$ cat src/rtl/arp_pkg.sv
// ARP field constants and byte layout shared by the ARP receive-side blocks.
// Offsets are byte indices from the first byte of the Ethernet destination MAC.
package arp_pkg;

    localparam logic [15:0] ETH_TYPE_ARP = 16'h0806;
    localparam logic [15:0] HRD_ETH      = 16'h0001;
    localparam logic [15:0] PRO_IPV4     = 16'h0800;
    localparam logic [7:0]  HLN_ETH      = 8'h06;
    localparam logic [7:0]  PLN_IPV4     = 8'h04;
    localparam logic [15:0] OP_REQUEST   = 16'h0001;
    localparam logic [15:0] OP_REPLY     = 16'h0002;

    localparam int ARP_FRAME_LEN = 42;
    localparam int MAC_BYTES     = 6;
    localparam int IPV4_BYTES    = 4;

    localparam logic [5:0] OFF_DST  = 6'd0;
    localparam logic [5:0] OFF_SRC  = 6'd6;
    localparam logic [5:0] OFF_TYPE = 6'd12;
    localparam logic [5:0] OFF_HRD  = 6'd14;
    localparam logic [5:0] OFF_PRO  = 6'd16;
    localparam logic [5:0] OFF_HLN  = 6'd18;
    localparam logic [5:0] OFF_PLN  = 6'd19;
    localparam logic [5:0] OFF_OP   = 6'd20;
    localparam logic [5:0] OFF_SHA  = 6'd22;
    localparam logic [5:0] OFF_SPA  = 6'd28;
    localparam logic [5:0] OFF_THA  = 6'd32;
    localparam logic [5:0] OFF_TPA  = 6'd38;
    localparam logic [5:0] OFF_LAST = 6'd41;

    typedef enum logic [1:0] {P_IDLE, P_PARSE, P_DROP} parse_state_t;
    typedef enum logic       {L_IDLE, L_PEND}          lookup_state_t;

    // k counts from the most significant byte, matching wire order
    function automatic logic [7:0] mac_byte(input logic [47:0] mac, input logic [5:0] k);
        return mac[47 - 8 * int'(k) -: 8];
    endfunction

    function automatic logic [7:0] ip_byte(input logic [31:0] ip, input logic [5:0] k);
        return ip[31 - 8 * int'(k) -: 8];
    endfunction

endpackage

$ cat src/rtl/arp_lookup_timer.sv
// Pending-lookup tracker: latches the target IP, times the lookup out, and
// turns an accepted reply into the RESOLVED result (resolution beats timeout).
//   state  | meaning
//   L_IDLE | no lookup outstanding, a start request is accepted
//   L_PEND | lookup outstanding, counting toward timeout
module arp_lookup_timer
#(
    parameter int TIMEOUT_CYCLES = 1000000,
    parameter int CNT_W          = 20
) (
    input  logic        CLK_RX,
    input  logic        ARESET,
    input  logic        lookup_start,
    input  logic [31:0] lookup_ipv4,
    input  logic        accept,
    input  logic [47:0] shadow_mac,
    output logic        busy,
    output logic [31:0] target_ipv4,
    output logic        resolved,
    output logic [47:0] resolved_mac,
    output logic [31:0] resolved_ipv4,
    output logic        timeout
);
    import arp_pkg::*;

    // counter is 0 in the first busy cycle; the pulse is registered one edge later
    localparam logic [CNT_W-1:0] CNT_LAST = CNT_W'(TIMEOUT_CYCLES - 2);

    lookup_state_t    state, state_nx;
    logic [CNT_W-1:0] cnt;
    logic             take, fire_res, fire_to;

    always_comb begin
        state_nx = state;
        take     = 1'b0;
        fire_res = 1'b0;
        fire_to  = 1'b0;
        case (state)
            L_IDLE: begin
                if (lookup_start) begin
                    take     = 1'b1;
                    state_nx = L_PEND;
                end
            end
            L_PEND: begin
                if (accept) begin
                    fire_res = 1'b1;
                    state_nx = L_IDLE;
                end else if (cnt == CNT_LAST) begin
                    fire_to  = 1'b1;
                    state_nx = L_IDLE;
                end
            end
            default: state_nx = L_IDLE;
        endcase
    end

    always_ff @(posedge CLK_RX) begin
        if (ARESET) begin
            state         <= L_IDLE;
            cnt           <= '0;
            target_ipv4   <= '0;
            resolved      <= 1'b0;
            timeout       <= 1'b0;
            resolved_mac  <= '0;
            resolved_ipv4 <= '0;
        end else begin
            state    <= state_nx;
            resolved <= fire_res;
            timeout  <= fire_to;
            if (take) begin
                target_ipv4 <= lookup_ipv4;
                cnt         <= '0;
            end else if (state == L_PEND) begin
                cnt <= cnt + 1'b1;
            end
            if (fire_res) begin
                resolved_mac  <= shadow_mac;
                resolved_ipv4 <= target_ipv4;
            end
        end
    end

    assign busy = (state == L_PEND);

endmodule

$ cat src/rtl/arp_reply_rx.sv
// ARP reply receiver: parses the RX byte stream for a reply answering the
// pending lookup and hands acceptance to the lookup timer.
//   state   | meaning
//   P_IDLE  | between frames, waiting for a DATA_VALID_RX rising edge
//   P_PARSE | checking bytes 1..41 of a candidate reply
//   P_DROP  | frame rejected or finished, waiting for DATA_VALID_RX low
module arp_reply_rx
    import arp_pkg::*;
#(
    parameter int TIMEOUT_CYCLES = 1000000,
    parameter int CNT_W          = 20
) (
    input  logic        CLK_RX,
    input  logic        ARESET,
    input  logic [47:0] MY_MAC,
    input  logic [31:0] MY_IPV4,
    input  logic        DATA_VALID_RX,
    input  logic [7:0]  DATA_RX,
    input  logic        LOOKUP_START,
    input  logic [31:0] LOOKUP_IPV4,
    output logic        LOOKUP_BUSY,
    output logic        RESOLVED,
    output logic [47:0] RESOLVED_MAC,
    output logic [31:0] RESOLVED_IPV4,
    output logic        TIMEOUT
);

    parse_state_t pst, pst_nx;
    logic         dv_d;
    logic [5:0]   idx, cur_idx;
    logic         eligible, frame_start, accept;
    logic [47:0]  sha;
    logic [31:0]  target_ipv4;
    logic [7:0]   exp_byte;
    logic         check_byte, byte_ok;

    assign frame_start = DATA_VALID_RX & ~dv_d;
    assign cur_idx     = (pst == P_PARSE) ? idx : OFF_DST;

    always_comb begin
        exp_byte   = '0;
        check_byte = 1'b1;
        if (cur_idx < OFF_SRC) begin
            exp_byte = mac_byte(MY_MAC, cur_idx - OFF_DST);
        end else if (cur_idx < OFF_TYPE) begin
            check_byte = 1'b0;
        end else if (cur_idx < OFF_SHA) begin
            case (cur_idx)
                OFF_TYPE:        exp_byte = ETH_TYPE_ARP[15:8];
                OFF_TYPE + 6'd1: exp_byte = ETH_TYPE_ARP[7:0];
                OFF_HRD:         exp_byte = HRD_ETH[15:8];
                OFF_HRD + 6'd1:  exp_byte = HRD_ETH[7:0];
                OFF_PRO:         exp_byte = PRO_IPV4[15:8];
                OFF_PRO + 6'd1:  exp_byte = PRO_IPV4[7:0];
                OFF_HLN:         exp_byte = HLN_ETH;
                OFF_PLN:         exp_byte = PLN_IPV4;
                OFF_OP:          exp_byte = OP_REPLY[15:8];
                OFF_OP + 6'd1:   exp_byte = OP_REPLY[7:0];
                default:         check_byte = 1'b0;
            endcase
        end else if (cur_idx < OFF_SPA) begin
            check_byte = 1'b0;
        end else if (cur_idx < OFF_THA) begin
            exp_byte = ip_byte(target_ipv4, cur_idx - OFF_SPA);
        end else if (cur_idx < OFF_TPA) begin
            exp_byte = mac_byte(MY_MAC, cur_idx - OFF_THA);
        end else begin
            exp_byte = ip_byte(MY_IPV4, cur_idx - OFF_TPA);
        end
    end

    assign byte_ok = ~check_byte | (DATA_RX == exp_byte);

    always_comb begin
        pst_nx = pst;
        accept = 1'b0;
        case (pst)
            P_IDLE: begin
                if (frame_start) pst_nx = byte_ok ? P_PARSE : P_DROP;
            end
            P_PARSE: begin
                if (!DATA_VALID_RX) begin
                    pst_nx = P_IDLE;
                end else if (!byte_ok || idx == OFF_LAST) begin
                    pst_nx = P_DROP;
                    accept = byte_ok & (idx == OFF_LAST) & eligible;
                end
            end
            P_DROP: begin
                if (!DATA_VALID_RX) pst_nx = P_IDLE;
            end
            default: pst_nx = P_IDLE;
        endcase
    end

    // dv_d resets high so a frame already in flight at reset release is skipped
    always_ff @(posedge CLK_RX) begin
        if (ARESET) begin
            pst      <= P_IDLE;
            dv_d     <= 1'b1;
            idx      <= '0;
            eligible <= 1'b0;
            sha      <= '0;
        end else begin
            pst  <= pst_nx;
            dv_d <= DATA_VALID_RX;
            idx  <= (pst == P_PARSE) ? idx + 6'd1 : 6'd1;
            if (pst == P_IDLE && frame_start) begin
                eligible <= LOOKUP_BUSY;
                sha      <= '0;
            end else if (pst == P_PARSE && DATA_VALID_RX && idx >= OFF_SHA && idx < OFF_SPA) begin
                sha <= {sha[39:0], DATA_RX};
            end
        end
    end

    arp_lookup_timer #(
        .TIMEOUT_CYCLES (TIMEOUT_CYCLES),
        .CNT_W          (CNT_W)
    ) u_timer (
        .CLK_RX        (CLK_RX),
        .ARESET        (ARESET),
        .lookup_start  (LOOKUP_START),
        .lookup_ipv4   (LOOKUP_IPV4),
        .accept        (accept),
        .shadow_mac    (sha),
        .busy          (LOOKUP_BUSY),
        .target_ipv4   (target_ipv4),
        .resolved      (RESOLVED),
        .resolved_mac  (RESOLVED_MAC),
        .resolved_ipv4 (RESOLVED_IPV4),
        .timeout       (TIMEOUT)
    );

endmodule

$ cat config.mk
export PLATFORM = sky130hd
export DESIGN_NAME = arp_reply_rx
export DESIGN_NICKNAME = d
export VERILOG_FILES = /design/src/rtl/arp_pkg.sv /design/src/rtl/arp_lookup_timer.sv /design/src/rtl/arp_reply_rx.sv
export SDC_FILE = /design/constraint.sdc
export NUM_CORES = 1
export LEC_CHECK = 0
export BUFFER_PORTS_ARGS = -buffer_cell sky130_fd_sc_hd__buf_2
export CAP_MARGIN = 25
export CORE_AREA = 2 2 141 170
export DETAILED_ROUTE_END_ITERATION = 7
export DIE_AREA = 0 0 143 172
export MAX_ROUTING_LAYER = met4
export PLACE_DENSITY = 0.55
export SYNTH_ARGS = -nofsm -noshare
export SYNTH_HDL_FRONTEND = slang
export SYNTH_HIERARCHICAL = 1
export SYNTH_SLANG_ARGS = --single-unit
export TNS_END_PERCENT = 5
$ cat constraint.sdc
create_clock -name CLK_RX -period 10.55 [get_ports CLK_RX]
set_input_delay 1.5825 -clock CLK_RX [delete_from_list [all_inputs] [get_ports CLK_RX]]
set_output_delay 1.5825 -clock CLK_RX [all_outputs]
set_load 0.01 [all_outputs]
==> results.py <==
metrics = {
    "sta": {
        "slew_headroom_pct": 35.02,
        "finalCritPeriodShare_pct": 56.72,
        "setup_viol": 0,
        "tightest_slew_ns": 0.9747,
        "hold_viol_final": 0,
        "fin_crit_ns": 5.983,
        "worst_slack_ns": 4.567,
        "fin_tns_setup_ns": 0,
        "clock.fmax_mhz": 167.1,
        "fin_worst_skew_ns": 0.01109,
        "grt_setup_unrepaired": "false",
        "slew_viol_final": 0,
    },
    "floorplan": {
        "start_util_pct": 37.50,
        "die_area_mm2": 0.02460,
        "die_h_um": 172,
        "rows": 61,
        "dieWidth_um": 143,
        "coreArea_mm2": 0.02297,
        "io_pins": 207,
    },
    "power_and_ir_drop": {
        "powerDensity_mw_per_mm2": 142.6,
        "leakage_nw": 3.899,
        "vdd_drop_max_uv": 113.4,
    },
    "worst_setup_path": {
        "cp.arrival_ns": 6.34,
        "cpLargestDelayFamily": "simple AND/OR/NAND/NOR gates",
        "path_class": "flip-flop to flip-flop",
        "cp-start-kind": "flip-flop",
        "startpoint": "idx[1]",
        "crit_required_ns": 10.91,
        "crit_path_end_kind": "flip-flop",
        "slowest_delay_ns": 0.62,
        "cp.buffers_inverters": 4,
        "cp_cell_sequence": "buf_4 > nand3b_1 > inv_1 > ha_1 > inv_1 > ha_1 > or3_1 > nand3_1 > o31a_1 > o21a_1 > a2111oi_0 > a41oi_1 > nor2_1 > and2_2 > buf_4 > nand2_1 > a21oi_1",
        "worstPathMaxFanout": 67,
        "regToRegStartpoint": "idx[1]",
        "r2r_slack_ns": 4.57,
        "cp_slowest_cell": "buf_4",
    },
    "synthesis": {
        "ys_seq_area_share_pct": 44.84,
        "synth_warnings": 6,
        "async_flop_share_pct": 0,
        "synth.distinct_cells": 67,
        "ys_seq_elements": 193,
        "synth-edff-count": 0,
        "avgSynthCellArea_um2": 7.720,
        "synth_ff_type": "dfxtp_1",
        "synthCells": 1116,
        "syn-num-nets": 1247,
        "syn-cell-area_mm2": 0.008616,
    },
    "placed_design": {
        "port_buffers": 206,
        "pre_cts_ws_ns": 4.741,
        "gp_congestion": 0.9079,
        "place_hpwl_mm": 18.77,
    },
    "route": {
        "drt-total-wl_mm": 26.85,
        "ant_nets": 0,
        "dr.pass1.iters": 5,
        "avgRoutedWirePerCell_um": 16.82,
        "vias": 8199,
        "drt_iter0_markers": 538,
        "drc_errors": 0,
        "viasPerCell": 5.137,
    },
    "clocking": {
        "cts_hold_buf": 0,
        "htreeDepth": 4,
        "cts_tree": "yes",
        "cts_setup_buffers": 0,
        "clk_pin_slew_ns": 0.07,
        "cts_resized": 0,
        "clk_latency_ns": 0.43,
        "clockBufferDepth": 2,
        "numCtsBuffers": 17,
        "root_buffer": "clkbuf_16",
        "clock_sinks": 193,
    },
    "min_path": {
        "min_from": "u_timer/resolved_mac[30]",
        "hold_class": "flip-flop to flip-flop",
    },
    "global_routing": {
        "antenna_found_initial": 0,
        "grt_max_degree": 76,
        "grt_pass1_wl_mm": 41.40,
        "grt_util_all_layers_pct": 22.20,
        "grt_pass1_vias": 7613,
        "grt_overflow": 0,
    },
    "job": {
        "max_cap_viol_count": 0,
    },
    "finish": {
        "mostFrequentLayoutCells": "360 x nand2_1, 205 x buf_2, 192 x a21oi_1, 192 x dfxtp_1, 42 x nor2_1",
        "nNetsFinal": 1399,
        "insertedDiodeCount": 0,
        "final_util_pct": 45.08,
        "drive_gt1_share_pct": 21.55,
        "final_common_cell": "nand2_1",
        "syn2layout_area_growth_pct": 20.21,
    },
    "status": {
        "status": "finished, final reports clean",
    },
}
path summary, 6_finish.rpt:
check | endpoint | cells after the start
worst min-delay path | u_timer/resolved_mac[30] | 2
worst max register to register | u_timer/resolved_mac[4] | 17
worst max-delay path | u_timer/resolved_mac[4] | 17
worst min register to register | u_timer/resolved_mac[30] | 2
cells by family after synthesis:
group,count (synthesis),share of synthesized area [%]
adder cells (fa/ha/maj),7,1.017
AND/OR/NAND/NOR,497,24.51
flip-flops,193,44.84
multiplexers,30,5.112
AO/OA/AOI/OAI,272,17.83
XOR/XNOR,20,2.033
buffers and inverters,97,4.647
stage by stage:
stage | total power (W) | hold slack [ns] | instances | area (µm²)
3_3_place_gp | 0.0008609 | 0.4406 | 1564 | 9779
2_1_floorplan | 0.0008144 | 0.4321 | 1116 | 8616
3_5_place_dp | 0.0008614 | 0.4437 | 1564 | 9779
5_1_grt | 0.001537 | 0.4671 | 1596 | 10360
4_1_cts | 0.001495 | 0.4546 | 1596 | 10360
6_report | 0.001477 | 0.4509 | 1596 | 10360
state kept, by name (all words and copies together), names as in the netlist:
register	flops
dv_d	1
u_timer/cnt	20
u_timer/target_ipv4	32
u_timer/busy	1
idx	6
sha	48
u_timer/resolved_mac	48
eligible	1
u_timer/resolved_ipv4	32
pst	2
u_timer/resolved	1
u_timer/timeout	1
tightest hold or removal path, delay by kind of cell (launching register included):
| family | cells | cell delay, ns |
|---|---|---|
| flops | 1 | 0.31 |
| simple gates | 1 | 0.05 |
| compound gates | 1 | 0.05 |
power by group:
group / leakage, nW / internal, W / switching, W
sequential: 1.56 / 0.000738 / 0.0000108
clock: 0.281 / 0.000336 / 0.000296
combinational: 2.06 / 0.0000400 / 0.0000565
total: 3.90 / 0.00111 / 0.000364
synth_stat cells (5+ instances only):
library cell	number	share of area (%)
nand2_1	361	16
dfxtp_1	193	45
a21oi_1	192	11
clkbuf_1	67	2.9
nor2_1	42	1.8
o21ai_0	19	1.1
nor3_1	15	0.87
inv_1	14	0.61
nand3_1	13	0.76
xnor2_1	12	1.2
mux2i_1	11	1.3
buf_2	10	0.58
mux2_2	10	1.3
a211oi_1	8	0.70
nand2b_1	8	0.58
nand4_1	8	0.58
xor2_1	8	0.81
ha_1	7	1.0
or4_1	7	0.61
a31oi_1	6	0.44
nor2b_1	6	0.44
o22ai_1	6	0.44
mux4_2	5	1.3
nor4_1	5	0.36
o211ai_1	5	0.44
o221ai_1	5	0.51
o31ai_1	5	0.44
area by class of cell:
| type | instances | area (µm²) |
|---|---|---|
| sequential | 193 | 3865 |
| timing repair buffer | 216 | 1109 |
| fill | 2380 | 12620 |
| inverter | 14 | 52.55 |
| multi-input combinational | 826 | 4359 |
| tap | 315 | 394.1 |
| clock inverter | 13 | 145.1 |
| clock buffer | 19 | 432.9 |
per-layer routing:
metal	up-vias	part of all wire, %	global-route usage [%]	routed length [µm]
met5	-	0	-	0
met1	3827	45	28.56	12020
met2	231	48	36.24	12980
met4	0	2.0	6.715	538
li1	4104	-	-	-
met3	37	4.9	3.295	1308
(Power assumes the default switching activity.)
